==> src/rtl/ptb2_pkg.sv <==
// Shared constants for the quadratic-solver request arbiter: FSM state codes,
// core result codes and default datapath widths.
package ptb2_pkg;

    localparam int COEF_W_DEF  = 5;
    localparam int ROOT_W_DEF  = 4;
    localparam int TIMEOUT_DEF = 64;

    localparam logic [2:0] S_IDLE      = 3'd0;
    localparam logic [2:0] S_START     = 3'd1;
    localparam logic [2:0] S_WAIT_DONE = 3'd2;
    localparam logic [2:0] S_READ1     = 3'd3;
    localparam logic [2:0] S_CAP1      = 3'd4;
    localparam logic [2:0] S_READ2     = 3'd5;
    localparam logic [2:0] S_CAP2      = 3'd6;
    localparam logic [2:0] S_RESP      = 3'd7;

    localparam logic [1:0] RES_NONE   = 2'b00;
    localparam logic [1:0] RES_DOUBLE = 2'b01;
    localparam logic [1:0] RES_TWO    = 2'b10;
    localparam logic [1:0] RES_DEGEN  = 2'b11;

endpackage

==> src/rtl/ptb2_rr_arb.sv <==
// Two-way round-robin grant: on a tie the requester not granted last wins.
module ptb2_rr_arb (
    input  logic       clk,
    input  logic       rst,
    input  logic [1:0] valid,
    input  logic       accept,
    output logic [1:0] grant
);

    // High when requester 1 was granted most recently; reset value lets requester 0 win the first tie.
    logic last_reg;

    always_comb begin
        grant = valid;
        if (valid == 2'b11) begin
            grant = last_reg ? 2'b01 : 2'b10;
        end
    end

    always_ff @(posedge clk or posedge rst) begin
        if (rst) begin
            last_reg <= 1'b1;
        end else if (accept) begin
            last_reg <= grant[1];
        end
    end

endmodule

==> src/rtl/ptb2_arbiter.sv <==
// Shares one quadratic-solver core between two requesters: arbitrates, runs the
// core start/done/read sequence, and returns roots or a timeout error.
module ptb2_arbiter
    import ptb2_pkg::*;
#(
    parameter int COEF_W  = COEF_W_DEF,
    parameter int ROOT_W  = ROOT_W_DEF,
    parameter int TIMEOUT = TIMEOUT_DEF
) (
    input  logic                  i_Clk,
    input  logic                  i_Rst,
    input  logic [1:0]            i_req_valid,
    output logic [1:0]            o_req_ready,
    input  logic [2*COEF_W-1:0]   i_req_a,
    input  logic [2*COEF_W-1:0]   i_req_b,
    input  logic [2*COEF_W-1:0]   i_req_c,
    output logic [1:0]            o_rsp_valid,
    input  logic [1:0]            i_rsp_ready,
    output logic [1:0]            o_rsp_result,
    output logic [ROOT_W-1:0]     o_rsp_x1,
    output logic [ROOT_W-1:0]     o_rsp_x2,
    output logic                  o_rsp_err,
    output logic [COEF_W-1:0]     o_core_A,
    output logic [COEF_W-1:0]     o_core_B,
    output logic [COEF_W-1:0]     o_core_C,
    output logic                  o_core_start,
    output logic                  o_core_read_en,
    input  logic                  i_core_done,
    input  logic [1:0]            i_core_result,
    input  logic [ROOT_W-1:0]     i_core_data_out
);

    localparam int CNT_W = (TIMEOUT > 2) ? $clog2(TIMEOUT) : 1;

    logic [2:0]        state_reg;
    logic              gnt_reg;
    logic [CNT_W-1:0]  cnt_reg;
    logic [COEF_W-1:0] core_a_reg, core_b_reg, core_c_reg;
    logic [1:0]        result_reg;
    logic [ROOT_W-1:0] x1_reg, x2_reg;
    logic              err_reg;

    logic [1:0]        grant;
    logic              accept;
    logic [COEF_W-1:0] a_slice [2];
    logic [COEF_W-1:0] b_slice [2];
    logic [COEF_W-1:0] c_slice [2];

    genvar gi;
    generate
        for (gi = 0; gi < 2; gi++) begin : g_slice
            assign a_slice[gi] = i_req_a[gi*COEF_W +: COEF_W];
            assign b_slice[gi] = i_req_b[gi*COEF_W +: COEF_W];
            assign c_slice[gi] = i_req_c[gi*COEF_W +: COEF_W];
        end
    endgenerate

    ptb2_rr_arb u_rr_arb (
        .clk    (i_Clk),
        .rst    (i_Rst),
        .valid  (i_req_valid),
        .accept (accept),
        .grant  (grant)
    );

    // Ready is masked during reset so every output reads zero while i_Rst is high.
    assign o_req_ready    = (state_reg == S_IDLE && !i_Rst) ? grant : 2'b00;
    assign accept         = |(i_req_valid & o_req_ready);
    assign o_core_start   = (state_reg == S_START);
    assign o_core_read_en = (state_reg == S_READ1) || (state_reg == S_READ2);
    assign o_rsp_valid    = (state_reg == S_RESP) ? (gnt_reg ? 2'b10 : 2'b01) : 2'b00;
    assign o_rsp_result   = result_reg;
    assign o_rsp_x1       = x1_reg;
    assign o_rsp_x2       = x2_reg;
    assign o_rsp_err      = err_reg;
    assign o_core_A       = core_a_reg;
    assign o_core_B       = core_b_reg;
    assign o_core_C       = core_c_reg;

    always_ff @(posedge i_Clk or posedge i_Rst) begin
        if (i_Rst) begin
            state_reg  <= S_IDLE;
            gnt_reg    <= 1'b0;
            cnt_reg    <= '0;
            core_a_reg <= '0;
            core_b_reg <= '0;
            core_c_reg <= '0;
            result_reg <= RES_NONE;
            x1_reg     <= '0;
            x2_reg     <= '0;
            err_reg    <= 1'b0;
        end else begin
            case (state_reg)
                S_IDLE: begin
                    if (accept) begin
                        gnt_reg    <= grant[1];
                        core_a_reg <= a_slice[grant[1]];
                        core_b_reg <= b_slice[grant[1]];
                        core_c_reg <= c_slice[grant[1]];
                        result_reg <= RES_NONE;
                        x1_reg     <= '0;
                        x2_reg     <= '0;
                        err_reg    <= 1'b0;
                        state_reg  <= S_START;
                    end
                end
                S_START: begin
                    cnt_reg   <= '0;
                    state_reg <= S_WAIT_DONE;
                end
                S_WAIT_DONE: begin
                    // A done arriving on the final counted cycle still wins over the timeout.
                    if (i_core_done) begin
                        result_reg <= i_core_result;
                        if (i_core_result == RES_TWO || i_core_result == RES_DOUBLE) begin
                            state_reg <= S_READ1;
                        end else begin
                            state_reg <= S_RESP;
                        end
                    end else if (cnt_reg == CNT_W'(TIMEOUT - 1)) begin
                        err_reg    <= 1'b1;
                        result_reg <= RES_NONE;
                        state_reg  <= S_RESP;
                    end else begin
                        cnt_reg <= cnt_reg + CNT_W'(1);
                    end
                end
                S_READ1: state_reg <= S_CAP1;
                S_CAP1: begin
                    x1_reg <= i_core_data_out;
                    if (result_reg == RES_TWO) begin
                        state_reg <= S_READ2;
                    end else begin
                        x2_reg    <= i_core_data_out;
                        state_reg <= S_RESP;
                    end
                end
                S_READ2: state_reg <= S_CAP2;
                S_CAP2: begin
                    x2_reg    <= i_core_data_out;
                    state_reg <= S_RESP;
                end
                S_RESP: begin
                    if (i_rsp_ready[gnt_reg]) begin
                        core_a_reg <= '0;
                        core_b_reg <= '0;
                        core_c_reg <= '0;
                        state_reg  <= S_IDLE;
                    end
                end
                default: state_reg <= S_IDLE;
            endcase
        end
    end

endmodule
==> config.mk <==
export PLATFORM = sky130hd
export DESIGN_NAME = ptb2_arbiter
export DESIGN_NICKNAME = d
export VERILOG_FILES = /design/src/rtl/ptb2_pkg.sv /design/src/rtl/ptb2_rr_arb.sv /design/src/rtl/ptb2_arbiter.sv
export SDC_FILE = /design/constraint.sdc
export NUM_CORES = 1
export LEC_CHECK = 0
export CORE_MARGIN = 8
export CORE_UTILIZATION = 44
export CTS_CLUSTER_SIZE = 40
export DETAILED_ROUTE_END_ITERATION = 10
export PLACE_DENSITY = 0.79
export SLEW_MARGIN = 20
export SYNTH_ARGS = -nofsm -noshare
export SYNTH_HDL_FRONTEND = slang
export SYNTH_HIERARCHICAL = 1
export SYNTH_SLANG_ARGS = --single-unit
==> constraint.sdc <==
create_clock -name i_Clk -period 2.2 [get_ports i_Clk]
set_input_delay 0.44 -clock i_Clk [delete_from_list [all_inputs] [get_ports i_Clk]]
set_output_delay 0.44 -clock i_Clk [all_outputs]
set_load 0.1 [all_outputs]
After elaboration in Yosys (flattened, before gate mapping)
Cells that the tools add are included.
{ "totals": {"regBits": 37, "in_bits": 43, "out_inout_bits": 32, "wordCells": 99} }
{ "classes": {"n_addsub": 1, "order_cmp": 2, "eq_ne": 19, "muxes": 45, "n_bitwise": 2, "n_reduce_logical": 19} }
{ "op_table": {"columns": ["cell", "n"], "rows": [
  ["2-to-1 mux 5 bit", 13],
  ["one-hot mux 5 bit (2 select lines)", 3],
  ["one-hot mux 3 bit (8 select lines)", 1],
  ["2-to-1 mux 2 bit", 9],
  ["2-to-1 mux 3 bit", 5],
  ["AND reduction 3 bit", 5],
  ["equality test 3 bit (second input constant)", 4],
  ["2-to-1 mux 6 bit", 2],
  ["one-hot mux 4 bit (3 select lines)", 1],
  ["one-hot mux 6 bit (2 select lines)", 1],
  ["!= test 2 bit (second input constant)", 5],
  ["2-to-1 mux 4 bit", 2],
  ["one-hot mux 4 bit (2 select lines)", 1],
  ["nonzero test 2 bit", 4],
  ["adder 6 x 1 -> 6 bit (second input constant)", 1],
  ["equality test 2 bit (second input constant)", 3],
  ["equality test 3 x 2 -> 1 bit (second input constant)", 2],
  ["equality test 6 bit (second input constant)", 1],
  ["2-to-1 mux 1 bit", 5],
  ["one-hot mux 2 bit (2 select lines)", 1],
  ["AND reduction 2 bit", 2],
  ["AND reduction 4 bit", 1],
  ["equality test 3 x 1 -> 1 bit (second input constant)", 1],
  ["logical NOT 3 bit", 1],
  ["13 further kinds", 14]
]} }

Longest topological paths before layout
{ "logic_depth": {"depth_word": 8, "depth_mapped": 8, "depth_no_buf": 7} }

Modules after synthesis
The synthesis kept the hierarchy.
{ "modules_own_cells": {"columns": ["module", "n_inst", "cells_per_inst", "area_per_inst_um2", "seq_area_each_um2"], "rows": [
  ["ptb2_arbiter", 1, 185, 1930.6, 900.9],
  ["ptb2_rr_arb", 1, 6, 67.6, 26.3]
]} }

Least setup slack after synthesis
No wires, ideal clock.
{ "synth_path": {"kind": "register to output", "from": "register state_reg[2]", "to": "output o_core_read_en", "arrival_ps": 3117, "required_time_ps": 1760, "setup_slack_ps": -1357, "stages_incl_launch_ff": 5, "n_path_buf": 2, "path_cell_list": "dfrtp_1 buf_2 buf_1 nand2_1 a21boi_0"} }
{ "synth_via": {"elab_chain_len": 2, "elab_cells_between_ends": 3, "classes_between": "eq/ne: 2; reduce/logical: 1"} }
{ "synth_lines": {"columns": ["element", "line_no", "text"], "rows": [
  ["start: declaration", "ptb2_arbiter.sv:35", "logic [2:0] state_reg;"],
  ["start signal: assignment", "ptb2_arbiter.sv:82", "state_reg <= S_IDLE;"],
  ["start signal: assignment", "ptb2_arbiter.sv:104", "state_reg <= S_START;"],
  ["start signal: assignment", "ptb2_arbiter.sv:109", "state_reg <= S_WAIT_DONE;"],
  ["equality test 3 x 2 -> 1 bit / equality test 3 bit (equally long branches)", "ptb2_arbiter.sv:70", "assign o_core_read_en = (state_reg == S_READ1) || (state_reg == S_READ2);"],
  ["logical OR 1 bit *", "ptb2_arbiter.sv:70", null],
  ["end: declaration", "ptb2_arbiter.sv:27", "output logic o_core_read_en,"]
]} }
Mark *: on every way between the ends. The rest lies on a longest branch, timed or not.

Final worst setup path
{ "layout_path": {"from": "register state_reg[1]", "to": "output o_rsp_valid[1]"} }
{ "layout_via": {"elab_chain_len": 2} }
{ "layout_lines": {"columns": ["element", "line_no", "text"], "rows": [
  ["equality test 3 bit", "ptb2_arbiter.sv:71", "assign o_rsp_valid = (state_reg == S_RESP) ? (gnt_reg ? 2'b10 : 2'b01) : 2'b00;"],
  ["2-to-1 mux 2 bit", "ptb2_arbiter.sv:71", null],
  ["end: declaration", "ptb2_arbiter.sv:17", "output logic [1:0] o_rsp_valid,"]
]} }
No other way between the ends.

==> key figures <==
Outcome
  • Status: finished clean

Worst setup path
  • Startpoint types: flip-flop
  • Worst Setup EP: o_rsp_valid[1]
  • Crit path kind: reg -> out
  • Crit path from: state_reg[1]
  • FF-to-FF path depth: 6
  • Crit path max fanout: 15
  • WP data arrival: 1650 ps
  • Crit. End Element: output port
  • Reg-to-reg endpoint: o_rsp_x2[1]
  • Worst reg-to-reg setup slack: approximately 420 ps
  • Worst r2r src: u_rr_arb/last_reg
  • WP data required: 1760 ps

Synth
  • Top post-synthesis cells by area: dfrtp_1, mux2i_1, o2bb2ai_1
  • Top cell type's share of synthesized area: 45.1%
  • EDFF count, synth: 0
  • FFs w/ async S/R, synth: 100%
  • Synthesized Nets: approximately 240
  • Warnings from Yosys: 6
  • Number of synthesized register bits: 37
  • Most common flop cell mapped by yosys: dfrtp_1
  • Gate Count Post-Synth: ~190
  • Sequential share of the synthesized area: 46.4%
  • Post-synth cell types: 49
  • Yosys top cell by area: dfrtp_1
  • Mean Syn Cell Area: 10.5 um2
  • Netlist Area Pre-Place: about 0.0020 mm2

Placed design
  • Place WS: ~7.7 ps
  • Detailed Place HPWL: roughly 4300 um
  • Placed insts: about 320
  • Port Buffers: 74
  • GP Congestion: 0.887
  • Cell Area, Placed: approximately 0.0028 mm2

GRT
  • Largest net degree at the start of global routing: 37
  • Initial antenna violation count: 0
  • Gr ovfl total: 0
  • Global-route wire length before repair: approximately 9400 um
  • Gr usage total: about 16%
  • Vias in the first global route: ~1900

Final layout
  • P&R area growth vs syn: 46.0%
  • Max reg flops: 6
  • Finished Layout Cells: 324
  • Fraction of layout cells with a size suffix above 1: between 20% and 30%
  • Multi-input logic area: roughly 980 um2
  • FF+latch area: 927 um2
  • Fillers: 351
  • Nets: around 320
  • Fin area: about 0.003 mm2
  • ANT cells: 0

Clock tree
  • # resized after CTS: 0
  • H-Tree Depth: 2
  • Skew-Pair Late Insertion Delay: about 290 ps
  • CTS tree: built
  • Clk slew on worst S/H paths: ~70 ps
  • Clock tree buffer depth: 2
  • Hold_buf cts: 0
  • Clk sinks: 37
  • Num CTS Buffers: 5
  • Clock root buffer: clkbuf_8
  • Post-CTS setup buffers: 0

Detailed routing
  • DRC Markers: 0
  • Total wire length: 5640 um
  • Routed Antenna Nets: 0
  • Starting DRT DRC Count: 100
  • Vias per std cell: 5.55
  • Pre-Repair DR Iteration Count: 4
  • Total number of vias: between 1500 and 2000
  • Drt wl/cell: about 17 um

Power
  • Pleak: ~1.3 nW
  • Worst vdd ir: 1.02 mV
  • Power Density: 1420 mW/mm2

Die
  • Core area: ~0.0044 mm2
  • # rows: 24
  • Die Y-Extent: roughly 83 um
  • I/O Pins: 75
  • Initial Util: 45.9%
  • Die Span X: around 83 um
  • Die footprint: around 0.0070 mm2

Timing
  • Final Skew: about 7.4 ps
  • RSZ-0062 raised after global routing: no
  • Slew HR: roughly three fifths
  • FMAX: between 400 and 500 MHz
  • Final Hold Vio Count: 0
  • Final Cycle Share: 94.9%
  • Max-slew violations: 0
  • Final setup viols: 0
  • Final worst slack: roughly 110 ps
  • Worst Tran Pin Value: 592 ps
  • Min cycle time layout: around 2100 ps

Worst hold path
  • Min-Delay Path Class: reg -> reg

Run
  • Max cap viols: 0
final cells by class:
cell class,instances,area share [%]
clock buffer,8,2.75
inverter,8,1.03
multi-input combinational,134,33.7
sequential,37,31.8
tap,52,2.23
timing repair buffer,85,28.5
through the flow:
step	utilization (%)	hold WS, ps	power (mW)	TNS, ps
after floorplan	-	330	3.01	-71.3
final	67.0	488	4.15	0
after global placement	65.1	475	3.67	0
after detailed placement	65.1	475	3.70	0
after global routing	67.0	514	4.38	0
after CTS	67.0	496	4.17	0
worst min-delay path by stage:
stage	start	endpoint	slack, ps	cells past startpoint
6_report	o_core_C[2]	o_core_C[2]	490	1
5_1_grt	o_core_C[2]	o_core_C[2]	510	1
4_1_cts	o_core_C[2]	o_core_C[2]	500	1
3_5_place_dp	o_core_C[4]	o_core_C[4]	480	1
3_3_place_gp	o_core_B[4]	o_core_B[4]	470	1
2_1_floorplan	i_Rst	u_rr_arb/last_reg	330	1
power breakdown:
part           internal, mW  switching, mW  total, mW  leakage, nW
Sequential            0.899          0.269       1.17        0.470
Combinational         0.781           1.74       2.52        0.804
Clock                 0.225          0.239      0.465       0.0395
Total                  1.91           2.24       4.15         1.31
synth_stat cells (2+ instances only):
master and instances:
and3_1 2, o21ai_0 9, o211ai_1 3, o2bb2ai_1 18, nand2b_1 4, a21oi_1 3, nand3_1 2, nor3b_1 2
dfrtp_1 36, nor2_1 12, a21boi_0 2, nand2_1 15, and2_1 4, a22o_1 5, mux2_2 2, a31oi_1 4
a32oi_1 2, a21o_1 2, mux2i_1 16, a32o_1 2, nand4_1 3, inv_1 6, buf_2 6, o31ai_1 3
buf_4 4
cells by family after synthesis:
logic type	count (synthesis)	synth area share (%)
AO/OA/AOI/OAI	57	21.8
XOR/XNOR	1	0.438
adder cells (fa/ha/maj)	1	0.626
buffers and inverters	20	4.88
flip-flops	37	46.4
multiplexers	19	9.89
AND/OR/NAND/NOR	56	16.0
worst max-delay path, cell delays in order, from the launching register on:
cell	delay, ps
dfrtp_1	660
and2_1	290
and3_1	220
buf_12	180
cell usage in the layout (no fill, tap or decap), types with 4 or more instances in the layout:
master,count
o21ai_0,9
nor2_1,10
buf_12,7
clkdlybuf4s50_1,42
inv_1,6
o2bb2ai_1,18
clkbuf_8,5
nand2b_1,4
buf_4,36
a31oi_1,4
nand2_1,15
mux2i_1,16
a22o_1,5
dfrtp_1,36
routing by layer:
layer  global-route usage [%]  wire length (um)
met5                        0                 0
met4                     6.23                72
met3                     3.71               238
met2                     27.8              2910
met1                     19.7              2410
(Power assumes the default switching activity.)
==> edit 1: new RTL, same flow settings <==
`ROOT_W_DEF`: 4 -> 5.
--- a/src/rtl/ptb2_pkg.sv
+++ b/src/rtl/ptb2_pkg.sv
@@ -3,7 +3,7 @@
 package ptb2_pkg;
 
     localparam int COEF_W_DEF  = 5;
-    localparam int ROOT_W_DEF  = 4;
+    localparam int ROOT_W_DEF  = 5;
     localparam int TIMEOUT_DEF = 64;
 
     localparam logic [2:0] S_IDLE      = 3'd0;
Ports: changed (resized i_core_data_out, o_rsp_x1 and o_rsp_x2); port bits go from 75 to 78. The function was not compared with the original's and may differ.
==> edit 1 against the original RTL <==
- wire length shrank 5.1%
- design area grew 1.9%
- synthesized area shrank 2.7%
- power grew 4.1%
- critical path depth grew 2
- sequential cell count grew 2
- final cell count shrank 0.31%
- setup slack gained 0.047 ns
- highest routed layer unchanged
==> edit 1: results (changes against the original RTL) <==
RUN_STATUS='completed'
FINAL_LAYOUT_SIZE_SUFFIX_GT1_SHARE_PCT=24.0  # +0.46 points
SEQ_AREA_FRAC_SYNTH_PCT=50.3  # +3.9 points
REG2REG_SLACK_NS=0.34  # -0.08 ns
LAUNCH_POINT_OF_THE_WORST_REG_TO_REG_PATH='state_reg[2]$_DFFE_PP0P_'
SYNTHXORXNORAREAFRAC_PCT=0.901  # +0.46 points
SYNTH-COMPOUND-AREA-SHARE_PCT=20.4  # -1.4 points
LARGEST_FANOUT_ON_THE_CRITICAL_PATH=3  # -12
YOSYS.AREA_SHARE.ADDER_PCT=0.644  # +0.017 points
LARGEST_NET_DEGREE_AT_THE_START_OF_GLOBAL_ROUTING=39  # +5.4%
GPL.FINAL_WEIGHTED_CONGESTION=0.794  # -11%
POSTLAYOUTSETUPSLACKWORST_NS=0.158  # +0.0468 ns
CRITICAL_PATH.SLOWEST_CELL='dfstp_2'
CP.ARRIVAL_NS=1.60  # -0.05 ns
REG2REGPATHDEPTH=4  # -2
SYNTH.CELLS.MOST_FREQUENT='dfrtp_1 (38), nand2_1 (18), mux2i_1 (16), o21ai_0 (16), o2bb2ai_1 (16)'
MUXSHAREOFSYNTHAREA_PCT=9.01  # -0.88 points
STARTPOINT='u_rr_arb/last_reg$_DFFE_PP1P_'
VIA_COUNT=1711  # -4.8%
DETAILEDPLACE.WORSTSLACK_NS=0.0180  # +0.0103 ns
POST_DETAILED_ROUTING_WIRE_LENGTH_MM=5.35  # -5.1%
WHS_NS=0.498  # +0.00975 ns
PLACE_HPWL_MM=4.05  # -6.8%
FILLCELLCOUNT=334  # -4.8%
INITIAL_ANTENNA_VIOLATION_COUNT=0  # unchanged
GRT_UTIL_ALL_LAYERS_PCT=16.7  # +0.23 points
DETAIL_ROUTE.VIAS_PER_CELL=5.30  # -4.5%
HP-START='o_core_B[1]$_DFFE_PP0P_'
REGTOREGENDPOINT='cnt_reg[5]$_DFFE_PP0P_'
FIRST_GLOBAL_VIAS=1836  # -0.76%
PLACEDINSTANCEAREA_UM2=2830  # about the same
BUFFER_PORTS.INSERTED=77  # +4.1%
IR_DROP_mV=1.18  # +15%
CRIT_PATH_END='o_req_ready[0]'
SYNTHESIS.NETS=227  # -3.4%
POWER.STATIC_LEAKAGE_nW=1.38  # +4.7%
SKEW_NS=0.00657  # -0.000783 ns
GRT_PASS1_WL_MM=8.73  # -7.2%
CLOCK_PATH_BUFFERS=2  # unchanged
WORST_HOLD_PATH_TYPE='reg2reg'
POSTSYNTHCELLCOUNT=182  # -4.7%
CP_SLOWEST_STAGE_DELAY_NS=0.59  # -0.07 ns
UNIQUE_MASTERS_POST_SYNTH=39  # -20%
MAX_SLEW_MARGIN_PCT=61.9  # +1.4 points
DR.FIRST_ITER.DRC_COUNT=63  # -37%
[edit 1: where the power goes]
group | switching, mW | internal (mW) | total (mW) | leakage, nW
clock network | 0.259 | 0.367 | 0.627 | 0.0612
registers | 0.194 | 0.926 | 1.12 | 0.508
logic | 1.83 | 0.745 | 2.57 | 0.807
total | 2.28 | 2.04 | 4.32 | 1.38
[edit 1: cell type report]
type	count	area, µm²	area share [%]
sequential	39	978	32.9
multi-input combinational	127	908	30.6
timing repair buffer	90	876	29.5
clock buffer	6	82.6	2.78
tap	52	65.1	2.19
clock inverter	2	35.0	1.18
inverter	7	26.3	0.884
[edit 1: critical path: cells and delay by family, from the launching register on]
family	cells	cell delay, ns
AO/OA/AOI/OAI	1	0.16
buffers and inverters	3	0.38
flip-flops	1	0.59
AND/OR/NAND/NOR	1	0.19
[edit 1: routing by layer]
layer | part of all wire (%) | global-route usage [%]
met1 | 42 | 18.9
met2 | 50 | 28.7
met3 | 6.5 | 5.52
met4 | 1.3 | 5.79
met5 | 0 | 0
==> edit 2: new RTL, config.mk and constraints unchanged <==
Made on the original files. Reset style: synchronous (`i_Rst` and `rst`), changed in 2 clocked blocks.
--- a/src/rtl/ptb2_rr_arb.sv
+++ b/src/rtl/ptb2_rr_arb.sv
@@ -17,7 +17,7 @@
         end
     end
 
-    always_ff @(posedge clk or posedge rst) begin
+    always_ff @(posedge clk) begin
         if (rst) begin
             last_reg <= 1'b1;
         end else if (accept) begin
--- a/src/rtl/ptb2_arbiter.sv
+++ b/src/rtl/ptb2_arbiter.sv
@@ -77,7 +77,7 @@
     assign o_core_B       = core_b_reg;
     assign o_core_C       = core_c_reg;
 
-    always_ff @(posedge i_Clk or posedge i_Rst) begin
+    always_ff @(posedge i_Clk) begin
         if (i_Rst) begin
             state_reg  <= S_IDLE;
             gnt_reg    <= 1'b0;
Behaviour: differs if i_Rst is asserted again (counterexample within 4 cycles, from zero or initial values and one cycle with i_Rst high); with i_Rst held inactive, the same outputs for 10 cycles.
==> edit 2 against the original RTL <==
- wire length decreased by 15%
- count of clock-buffer cells in the layout decreased by 1
- critical endpoint is now o_req_ready[1]
- largest power group unchanged
- sequential cell count unchanged
- synthesized area fell by 14%
- critical path depth is 2 higher
- power is 28% lower
- sequential share of layout area down 4.2 points
- clock power increased by 28%
- setup slack worse by 0.0044 ns
- final cell count grew 0.62%
- clock skew shrank 0.0048 ns
- design area is 7.6% lower
==> edit 2: results (changes against the original RTL) <==
YOSYS_WARNS=6  # unchanged
IR_DROP_mV=0.543  # -47%
DR.FIRST_ITER.DRC_COUNT=113  # +13%
REG2REG_SLACK_NS=0.43
DETAIL_ROUTE.VIAS_PER_CELL=5.18  # -6.7%
SKEW_NS=0.00251  # -0.00485 ns
INITIAL_ANTENNA_VIOLATION_COUNT=0  # unchanged
DOMINANTREGCELLSYNTH='dfxtp_1'
BUFFER_PORTS.INSERTED=74  # unchanged
POST_CTS.REPAIR.SETUP_BUFFERS=0  # unchanged
CLK_PIN_SLEW_NS=0.07  # about the same
HOLDPATHSTAGES=2  # +1
SYNTH.CELLS.MOST_FREQUENT='dfxtp_1 (37), nand2_1 (27), o21ai_0 (19)'
GLOBAL_ROUTE.OVERFLOW_TOTAL=0  # unchanged
CLOCK-ROOT-BUFFER='clkbuf_8'
REGTOREGENDPOINT='o_rsp_x2[2]$_SDFFE_PP0P_'
ANTENNA_CELLS_INSERTED=0  # unchanged
YS_ASYNC_SR_FRACTION_PCT=0  # -100 points
LAUNCH_POINT_OF_THE_WORST_REG_TO_REG_PATH='state_reg[1]$_SDFFE_PP0P_'
CLK_LATENCY_NS=0.29  # about the same
FIRST_GLOBAL_VIAS=1753  # -5.2%
LARGEST_NET_DEGREE_AT_THE_START_OF_GLOBAL_ROUTING=17  # -54%
GRT_PASS1_WL_MM=8.27  # -12%
POST_DETAILED_ROUTING_WIRE_LENGTH_MM=4.78  # -15%
CLOCK_PATH_BUFFERS=2  # unchanged
GRT_UTIL_ALL_LAYERS_PCT=16.4  # -0.087 points
PLACE_HPWL_MM=3.70  # -15%
UNIQUE_MASTERS_POST_SYNTH=40  # -18%
DETAILEDPLACE.WORSTSLACK_NS=0.00272  # -0.00495 ns
WORST_SLEW_PIN_SLEW_NS=0.548  # -0.0437 ns
YS_TOP_CELLS_BY_AREA='dfxtp_1 (43%), mux2i_1 (9.3%), nand2_1 (5.9%)'
HP-START='o_core_C[1]$_SDFFE_PP0P_'
FINAL_LAYOUT_SIZE_SUFFIX_GT1_SHARE_PCT=23.0  # -0.51 points
CTS_INSERTED_BUFFERS=5  # unchanged
SEQ_AREA_FRAC_SYNTH_PCT=43.0  # -3.4 points
RUN_STATUS='completed'
REG2REGPATHDEPTH=4  # -2
NUM-NETS-FINAL=321  # +1.9%
POWER.STATIC_LEAKAGE_nW=1.10  # -16%
MIN_DELAY_WORST_ENDPOINT='o_core_C[1]$_SDFFE_PP0P_'
SWITCHING_SHARE_PCT=46.2  # -7.9 points
MAXIMUM_LEVEL_OF_THE_CTS_H_TREE=2  # unchanged
SYNTHESIS.NETS=240  # +2.1%
GPL.FINAL_WEIGHTED_CONGESTION=0.808  # -8.9%
WORST_HOLD_PATH_TYPE='reg2reg'
LARGEST_FANOUT_ON_THE_CRITICAL_PATH=4  # -11
edit 2: cell count changes after synthesis, sizes merged, moves of 4 or more:
cell     before  now
dfxtp         0   37
inv           7    2
o21ai         9   20
nand3         2   11
dfrtp        36    0
o2bb2ai      18    0
a2bb2oi       0    4
buf          11    6
nand2        16   27
edit 2: area by class of cell:
type / count / area, µm²
Clock buffer: 7 / 86.3
Fill cell: 319 / 1020
Timing Repair Buffer: 84 / 811
Sequential cell: 37 / 743
Tap cell: 48 / 60.1
Inverter: 3 / 11.3
Multi-Input combinational cell: 146 / 953
Clock inverter: 1 / 30.0
edit 2: worst max-delay path by stage:
stage / end / slack [ns] / from
5_1_grt: o_rsp_valid[1] / 0.05 / state_reg[0]$_SDFFE_PP0P_
6_report: o_req_ready[1] / 0.11 / i_req_valid[1]
4_1_cts: o_rsp_valid[1] / 0.1 / state_reg[2]$_SDFFE_PP0P_
2_1_floorplan: o_req_ready[1] / 0.04 / i_req_valid[1]
3_5_place_dp: o_rsp_result[1]$_SDFFE_PP0P_ / 0.003 / i_req_valid[0]
3_3_place_gp: o_rsp_x2[2]$_SDFFE_PP0P_ / 0.08 / i_req_valid[0]
edit 2: timing repair:
action                                 4_1_cts  5_1_grt
setup endpoints to repair                    0        1
endpoints found under the hold margin        0        0
gates resized for setup                      0        2
edit 2: power groups by stage:
stage / registers [mW] / clock network [mW] / logic [mW]
floorplan: 1.40 / 0 / 0.595
global placement: 0.926 / 0 / 1.46
detailed placement: 0.930 / 0 / 1.47
CTS: 0.916 / 0.614 / 1.48
global route: 0.944 / 0.645 / 1.55
finish: 0.922 / 0.595 / 1.47
edit 2: kinds of logic (layout without fill, tap and decap cells):
group                      after synthesis  in the layout  share of synthesized area, %
adders and majority gates                1              1                         0.726
xor gates and xnor gates                 3              3                          1.52
DFF                                     37             37                          43.0
buffers and inverters                   13             95                          3.70
and+or+nand+nor                         79             79                          23.4
AOI/OAI and AO/OA                       46             46                          17.7
muxes                                   17             17                          9.94
edit 2: metal layers:
layer | part of all wire, % | GRT usage, %
met1 | 41 | 17.4
met2 | 45 | 25.8
met3 | 11 | 10.0
met4 | 2.1 | 6.30
met5 | 0 | 0
edit 2: worst max-delay path, cell delays in order:
cell and delay (ns):
clkdlybuf4s50_1 0.50, a21boi_2 0.21, buf_4 0.16, and3_4 0.18, buf_12 0.17
edit 2: through the flow:
step	hold WS (ns)	instance area, µm²	cells	util [%]
after CTS	0.459	2690	326	72.5
final	0.454	2700	326	72.5
after global placement	0.435	2580	318	69.3
after floorplan	0.465	1750	196	-
after detailed placement	0.444	2580	318	69.3
after global routing	0.481	2700	326	72.5
